==> src/rtl/loader_pkg.sv <==
// Shared constants and FSM state type for the instruction loader and the instruction RAM/fetch stage.
package loader_pkg;

   localparam int IRAM_DEPTH    = 1701;
   localparam int IRAM_ADDR_W   = 12;
   localparam int HDR_LEN_BYTES = 2;
   localparam int LEN_W         = 8 * HDR_LEN_BYTES;

   typedef enum logic [3:0] {
      S_IDLE   = 4'd0,
      S_LEN_HI = 4'd1,
      S_LEN_LO = 4'd2,
      S_CHECK  = 4'd3,
      S_DATA   = 4'd4,
      S_WRITE  = 4'd5,
      S_SUM    = 4'd6,
      S_DONE   = 4'd7,
      S_ERROR  = 4'd8
   } state_t;

endpackage

==> src/rtl/word_assembler.sv <==
// Packs a byte stream big-endian into 32-bit words; o_full means the next push completes a word.
module word_assembler
   import loader_pkg::*;
(
   input  logic        clock,
   input  logic        reset,
   input  logic        i_clear,
   input  logic        i_push,
   input  logic [7:0]  i_byte,
   output logic [31:0] o_word,
   output logic        o_full
);

   logic [1:0]  r_count;
   logic [31:0] r_word;

   always_ff @(posedge clock) begin
      if (reset || i_clear) begin
         r_count <= '0;
         r_word  <= '0;
      end else if (i_push) begin
         r_count <= r_count + 2'd1;
         r_word  <= {r_word[23:0], i_byte};
      end
   end

   assign o_word = r_word;
   assign o_full = (r_count == 2'd3);

endmodule

==> src/rtl/instruction_loader.sv <==
// Boot-time loader: length header, big-endian instruction bytes and a mod-256 checksum trailer
// are turned into one-word-at-a-time writes to the instruction RAM.
module instruction_loader
   import loader_pkg::*;
#(
   parameter int DEPTH     = IRAM_DEPTH,
   parameter int ADDR_W    = IRAM_ADDR_W,
   parameter int BASE_ADDR = 0
)(
   input  logic              clock,
   input  logic              reset,
   input  logic              start,
   input  logic [7:0]        byte_in,
   input  logic              byte_valid,
   output logic              byte_ready,
   output logic [ADDR_W-1:0] i_ram_writing_address,
   output logic [31:0]       i_ram_input,
   output logic              flag_write_i_ram,
   output logic              loading,
   output logic              done,
   output logic              error,
   output logic [3:0]        o_dbg_state
);

   // Handshake: a byte transfers on a posedge where byte_valid && byte_ready; the source
   // holds byte_in stable while byte_valid is high and the loader has not accepted it.

   state_t              r_state;
   state_t              w_next_state;
   logic [LEN_W-1:0]    r_len;
   logic [LEN_W-1:0]    r_word_idx;
   logic [7:0]          r_checksum;

   logic                r_byte_ready;
   logic                r_loading;
   logic                r_done;
   logic                r_error;
   logic                r_wr;
   logic [ADDR_W-1:0]   r_addr;
   logic [31:0]         r_data;

   logic                w_byte_ready_d;
   logic                w_loading_d;
   logic                w_done_d;
   logic                w_error_d;
   logic                w_wr_d;
   logic [ADDR_W-1:0]   w_addr_d;
   logic [31:0]         w_data_d;

   logic                w_accept;
   logic                w_start_ok;
   logic                w_push;
   logic [31:0]         w_word;
   logic                w_full;
   logic [LEN_W:0]      w_end;

   assign w_accept   = byte_valid && r_byte_ready;
   assign w_start_ok = start && (r_state == S_IDLE || r_state == S_DONE || r_state == S_ERROR);
   assign w_push     = w_accept && (r_state == S_DATA);
   // One extra bit so BASE_ADDR+N cannot wrap before the depth comparison.
   assign w_end      = {1'b0, r_len} + (LEN_W+1)'(BASE_ADDR);

   word_assembler u_word_assembler (
      .clock   (clock),
      .reset   (reset),
      .i_clear (w_start_ok),
      .i_push  (w_push),
      .i_byte  (byte_in),
      .o_word  (w_word),
      .o_full  (w_full)
   );

   always_ff @(posedge clock) begin
      if (reset) r_state <= S_IDLE;
      else       r_state <= w_next_state;
   end

   always_comb begin
      w_next_state = r_state;
      case (r_state)
         S_IDLE, S_DONE, S_ERROR: if (start) w_next_state = S_LEN_HI;
         S_LEN_HI: if (w_accept) w_next_state = S_LEN_LO;
         S_LEN_LO: if (w_accept) w_next_state = S_CHECK;
         S_CHECK: begin
            if (r_len == '0)                       w_next_state = S_SUM;
            else if (w_end > (LEN_W+1)'(DEPTH))    w_next_state = S_ERROR;
            else                                   w_next_state = S_DATA;
         end
         S_DATA: if (w_accept && w_full) w_next_state = S_WRITE;
         S_WRITE: begin
            if ((r_word_idx + LEN_W'(1)) == r_len) w_next_state = S_SUM;
            else                                   w_next_state = S_DATA;
         end
         S_SUM: begin
            if (w_accept) w_next_state = (byte_in == r_checksum) ? S_DONE : S_ERROR;
         end
         default: w_next_state = S_IDLE;
      endcase
   end

   // Outputs are decoded from the next state and registered, so they track the state with no lag.
   always_comb begin
      w_byte_ready_d = (w_next_state == S_LEN_HI) || (w_next_state == S_LEN_LO) ||
                       (w_next_state == S_DATA)   || (w_next_state == S_SUM);
      w_loading_d    = (w_next_state == S_LEN_HI) || (w_next_state == S_LEN_LO) ||
                       (w_next_state == S_CHECK)  || (w_next_state == S_DATA)   ||
                       (w_next_state == S_WRITE)  || (w_next_state == S_SUM);
      w_done_d       = (w_next_state == S_DONE);
      w_error_d      = (w_next_state == S_ERROR);
      w_wr_d         = (w_next_state == S_WRITE);
      w_addr_d       = r_addr;
      w_data_d       = r_data;
      if (w_next_state == S_WRITE && r_state == S_DATA) begin
         w_addr_d = r_word_idx[ADDR_W-1:0] + ADDR_W'(BASE_ADDR);
         w_data_d = {w_word[23:0], byte_in};
      end
   end

   always_ff @(posedge clock) begin
      if (reset) begin
         r_byte_ready <= 1'b0;
         r_loading    <= 1'b0;
         r_done       <= 1'b0;
         r_error      <= 1'b0;
         r_wr         <= 1'b0;
         r_addr       <= '0;
         r_data       <= '0;
      end else begin
         r_byte_ready <= w_byte_ready_d;
         r_loading    <= w_loading_d;
         r_done       <= w_done_d;
         r_error      <= w_error_d;
         r_wr         <= w_wr_d;
         r_addr       <= w_addr_d;
         r_data       <= w_data_d;
      end
   end

   always_ff @(posedge clock) begin
      if (reset) begin
         r_len      <= '0;
         r_word_idx <= '0;
         r_checksum <= '0;
      end else if (w_start_ok) begin
         r_len      <= '0;
         r_word_idx <= '0;
         r_checksum <= '0;
      end else begin
         case (r_state)
            S_LEN_HI: if (w_accept) r_len[LEN_W-1:8] <= byte_in;
            S_LEN_LO: if (w_accept) r_len[7:0]       <= byte_in;
            S_DATA:   if (w_accept) r_checksum       <= r_checksum + byte_in;
            S_WRITE:  r_word_idx <= r_word_idx + LEN_W'(1);
            default: ;
         endcase
      end
   end

   assign byte_ready            = r_byte_ready;
   assign loading               = r_loading;
   assign done                  = r_done;
   assign error                 = r_error;
   assign flag_write_i_ram      = r_wr;
   assign i_ram_writing_address = r_addr;
   assign i_ram_input           = r_data;
   assign o_dbg_state           = r_state;

endmodule

==> config.mk <==
export PLATFORM = sky130hd
export DESIGN_NAME = instruction_loader
export DESIGN_NICKNAME = d
export VERILOG_FILES = /design/src/rtl/loader_pkg.sv /design/src/rtl/word_assembler.sv /design/src/rtl/instruction_loader.sv
export SDC_FILE = /design/constraint.sdc
export NUM_CORES = 1
export LEC_CHECK = 0
export ABC_AREA = 1
export CORE_ASPECT_RATIO = 1.75
export CORE_MARGIN = 3
export CORE_UTILIZATION = 50
export DETAILED_ROUTE_END_ITERATION = 16
export PLACE_DENSITY = 0.85
export SYNTH_ARGS = -nofsm -noshare
export SYNTH_HDL_FRONTEND = slang
export SYNTH_SLANG_ARGS = --single-unit
==> constraint.sdc <==
create_clock -name clock -period 1.6 [get_ports clock]
set_input_delay 0.24 -clock clock [delete_from_list [all_inputs] [get_ports clock]]
set_output_delay 0.24 -clock clock [all_outputs]
set_load 0.01 [all_outputs]
==> results of run 1 <==
-- synth_stat cells (2+ instances only) --
library cell	number	area share
nor2_1	110	0.078
a31oi_1	2	0.0024
nor2_2	2	0.0024
nand3_2	2	0.0038
o21ai_1	4	0.0038
and2_1	2	0.0024
nand3_1	33	0.031
nor3_1	3	0.0028
nand2_1	158	0.11
o21ai_0	67	0.063
a21oi_1	70	0.066
a211oi_1	9	0.013
clkinv_1	2	0.0014
xnor2_1	5	0.0083
or2_2	2	0.0024
o211ai_1	2	0.0028
nand4_1	17	0.020
xor2_1	7	0.012
ha_1	9	0.021
nor2_4	3	0.0064
buf_2	7	0.0066
nor4_1	4	0.0047
clkbuf_1	23	0.016
dfxtp_1	119	0.45
inv_1	52	0.037
nand3b_1	3	0.0042
inv_2	5	0.0035
nand2_2	4	0.0047
-- metrics by stage --
step	util	hold slack (ps)	instances	worst slack [ps]	cell area, µm²
2_1_floorplan	-	389	734	-38.0	5400
3_3_place_gp	0.661	447	985	-571	6810
3_5_place_dp	0.661	451	985	-652	6810
4_1_cts	0.821	416	1057	-306	8460
-- what timing repair did --
item / 4_1_cts
pin swaps: 82
gates resized for setup: 188
hold buffers: 0
gates cloned: 12
setup endpoints to repair: 81
setup buffers: 33
-- logic make-up after synthesis --
kind of cell,after synthesis,share of synthesized area
AO/OA/AOI/OAI,157,0.155
AND/OR/NAND/NOR,344,0.276
XOR/XNOR,14,0.0285
flip-flops,119,0.449
adder cells (fa/ha/maj),10,0.0250
buffers and inverters,90,0.0653
-- metal layers --
layer | GRT overflow | track usage
met4 | 9 | 0.696
met2 | 10 | 0.915
met5 | 0 | 0.0124
met1 | 0 | 0.652
met3 | 0 | 0.417
==> results.json, run 1 <==
{
  "ys.flop_type": "dfxtp_1",
  "fp-row-count": 49,
  "synth-edff-count": 0,
  "grt_overflow": 19,
  "grt_max_degree": 35,
  "place_congestion": 1.00,
  "port_buffers": 64,
  "postSynthCellCount": 734,
  "cts.root.buffer_cell": "clkbuf_16",
  "grt_worst_setup_endpoint": "byte_ready$_SDFF_PP0_/D",
  "synth.avg_cell_area_um2": 7.23,
  "syn-cell-area_um2": 5300,
  "die_w_um": 83.9,
  "cts_buffer_depth": 2,
  "error": "[ERROR GRT-0232] Routing congestion too high. Check the congestion heatmap in the GUI.",
  "htreeDepth": 4,
  "syn_nets": 756,
  "status": "did not finish",
  "grt_usage": 0.666,
  "stop_stage": "5_1_grt",
  "cts_buffers": 17,
  "ys_ff_latch": 119,
  "endpoint_type": "register data pin",
  "async_reset_ff_frac": 0,
  "seq_area_frac_synth": 0.449,
  "dieHeight_um": 142,
  "yosysWarnings": 0,
  "synth_cell_types": 36,
  "io_pins": 65,
  "cts.sinks": 119,
  "dp_hpwl_um": 11700,
  "start_util": 0.515
}
==> run 2, diff against run 1 <==
--- a/config.mk
+++ b/config.mk
@@ -6,11 +6,10 @@
 export NUM_CORES = 1
 export LEC_CHECK = 0
 export ABC_AREA = 1
-export CORE_ASPECT_RATIO = 1.75
 export CORE_MARGIN = 3
-export CORE_UTILIZATION = 50
+export CORE_UTILIZATION = 35
 export DETAILED_ROUTE_END_ITERATION = 16
-export PLACE_DENSITY = 0.85
+export PLACE_DENSITY_LB_ADDON = 0.15
 export SYNTH_ARGS = -nofsm -noshare
 export SYNTH_HDL_FRONTEND = slang
 export SYNTH_SLANG_ARGS = --single-unit
==> constraint.sdc (replaced) <==
create_clock -name clock -period 2.1 [get_ports clock]
set_input_delay 0.315 -clock clock [delete_from_list [all_inputs] [get_ports clock]]
set_output_delay 0.315 -clock clock [all_outputs]
set_load 0.01 [all_outputs]
==> results.json, run 2 <==
{
  "status": "finished clean",
  "htreeDepth": 4,
  "path_clk_slew_ps": 50,
  "postSynthCellCount": 734,
  "cts.sinks": 119,
  "endpoint_kind": "flip-flop",
  "dr.pass1.iters": 5,
  "nets": 846,
  "cap_violations": 0,
  "syn_nets": 756,
  "post-route-period-util": 0.916,
  "async_reset_ff_frac": 0,
  "cts_buffer_depth": 2,
  "crit_arrival_ps": 2230,
  "die-area_um2": 16700,
  "drive_gt1_frac": 0.118,
  "syn-cell-area_um2": 5300,
  "synth.most_common_cell": "nand2_1",
  "dp_slack_ps": -403,
  "synth_cell_types": 36,
  "area_delta_synth_final_pct": 32.4,
  "dp_hpwl_um": 10100,
  "hp-class": "in2reg",
  "rsz0062_at_grt": "yes",
  "via_count": 4956,
  "p_sw_mw": 1.32,
  "clkPwrFrac": 0.534,
  "pwr-share-seq": 0.396,
  "die_w_um": 129,
  "max_slew_margin": 0.620,
  "period_needed_ps": 1920,
  "antenna_cells": 0,
  "p_leak_nw": 2.71,
  "drt_iter0_markers": 368,
  "achievable-frequency_mhz": 520,
  "yosysWarnings": 0,
  "seq_area_frac_synth": 0.449,
  "wl_um": 13800,
  "ys.flop_type": "dfxtp_1",
  "required_ps": 2410,
  "synth-edff-count": 0,
  "crit_fanout": 6,
  "ir_drop_mv": 0.517,
  "drc": 0,
  "place_congestion": 0.840,
  "grt_pass1_vias": 4726,
  "critPathLaunchType": "flip-flop",
  "p_int_mw": 4.49,
  "skew_ps": 9.58,
  "start_util": 0.361,
  "layout_common_cells": "nand2_1 (157), dfxtp_1 (117), nor2_1 (107), a21oi_1 (69), o21ai_0 (64)",
  "grt_max_degree": 55,
  "cts_tree": "yes",
  "grt_pass1_wl_um": 23100,
  "antenna_left": 0,
  "setup_viol": 0,
  "antenna_found_initial": 0,
  "cts.root.buffer_cell": "clkbuf_16",
  "critical_path_class": "reg2reg",
  "power_density_nw_per_um2": 827,
  "yosys.area.top_type": "dfxtp_1",
  "hold_viol_final": 0,
  "dieHeight_um": 129,
  "io_pins": 65,
  "slew_violations": 0,
  "worstSkewPairLatency_ps": 420,
  "synth.avg_cell_area_um2": 7.23,
  "ys_ff_latch": 119,
  "core_um2": 14700,
  "largest_register_ffs": 32,
  "cts_buffers": 17,
  "synthTopCellsByArea": "dfxtp_1 (45%), nand2_1 (11%), nor2_1 (7.8%)",
  "port_buffers": 64,
  "layout.cells.most_common": "nand2_1",
  "worst_slew_pin_slew_ps": 570,
  "vias_per_cell": 4.85,
  "p_sw_frac": 0.227,
  "setup_tns_ps": 0,
  "synth_top_area_frac": 0.449,
  "wl_per_cell_um": 13.5,
  "grt_usage": 0.175,
  "p_comb_frac": 0.070,
  "fillers": 1459,
  "fp-row-count": 44,
  "synth_common_cells": "nand2_1 (158), dfxtp_1 (119), nor2_1 (110), a21oi_1 (70), o21ai_0 (67)",
  "grt_overflow": 0,
  "setup_ws_ps": 177
}
## run 2: cell counts after synthesis
No cell type changed its count.
## run 2: worst paths after layout
check,to,cells after the start,from,slack [ps]
max,loading$_SDFF_PP0_,15,r_word_idx[0]$_SDFFE_PP0P_,180
min,u_word_assembler.o_word[2]$_SDFFE_PP0P_,4,byte_in[2],440
max reg2reg,loading$_SDFF_PP0_,15,r_word_idx[0]$_SDFFE_PP0P_,180
min reg2reg,u_word_assembler.o_word[20]$_SDFFE_PP0P_,2,u_word_assembler.o_word[20]$_SDFFE_PP0P_,460
## run 2: routing by layer
metal  vias up  track usage  wire length, µm
li1       2593            -                -
met1      2240        0.243             6960
met2       105        0.261             5970
met3        18       0.0404              558
met4         0       0.0754              275
met5         -            0                0
## run 2: cell families after synthesis
kind of cell / after synthesis / share of synthesized area
simple gates: 344 / 0.276
compound gates: 157 / 0.155
flops: 119 / 0.449
buf+inv: 90 / 0.0653
xor+xnor: 14 / 0.0285
fa+ha+maj: 10 / 0.0250
## run 2: critical path: stages (launching register included)
cell and delay [ps]:
dfxtp_1 330, ha_2 200, nand2_2 90, nor2_4 180, buf_4 130, nand3_1 60
nand2_1 80, nand3_1 70, nand2_1 70, nand2_1 60, nor2_1 130, nand3_2 130
nand2_2 90, nand2_1 70, nand2_1 70, nand2_1 50
## run 2: layout make-up
cell class	instances	area, µm²	area share
multi-input cells	525	2620	0.372
flip-flops and latches	119	2380	0.340
repair buffers	102	941	0.134
clock buffers	21	460	0.0656
well taps	184	230	0.0328
inverters	59	221	0.0315
clock inverters	11	171	0.0244
## run 2: per-stage QoR
stage          instance area (µm²)  utilization  hold slack [ps]  instances  total power [mW]
2_1_floorplan                 5300            -              438        734              2.58
3_3_place_gp                  6320        0.430              450        986              2.75
3_5_place_dp                  6320        0.430              453        986              2.75
4_1_cts                       6960        0.473              460       1018              5.87
5_1_grt                       7020        0.478              451       1021              6.03
6_report                      7020        0.478              442       1021              5.81
## run 2: repair_timing
item / 4_1_cts / 5_1_grt
buffers inserted: 0 / 3
resized for setup: 0 / 15
endpoints found under the setup margin: 0 / 7
hold buffers: 0 / 0
## run 2: power by group through the flow
stage                     combinational [mW]  sequential (mW)  clock, mW
after floorplan                        0.219             2.36          0
after global placement                 0.398             2.35          0
after detailed placement               0.403             2.35          0
after CTS                              0.405             2.30       3.16
after global routing                   0.453             2.30       3.27
final                                  0.407             2.30       3.10
Power figures use the tool's default switching activity.
==> run 3, diff against run 2 <==
--- a/config.mk
+++ b/config.mk
@@ -9,6 +9,7 @@
 export CORE_MARGIN = 3
 export CORE_UTILIZATION = 35
 export DETAILED_ROUTE_END_ITERATION = 16
+export GPL_ROUTABILITY_DRIVEN = 0
 export PLACE_DENSITY_LB_ADDON = 0.15
 export SYNTH_ARGS = -nofsm -noshare
 export SYNTH_HDL_FRONTEND = slang
==> results of run 3 <==
Final layout, timing and power as in run 2 (identical DEF).
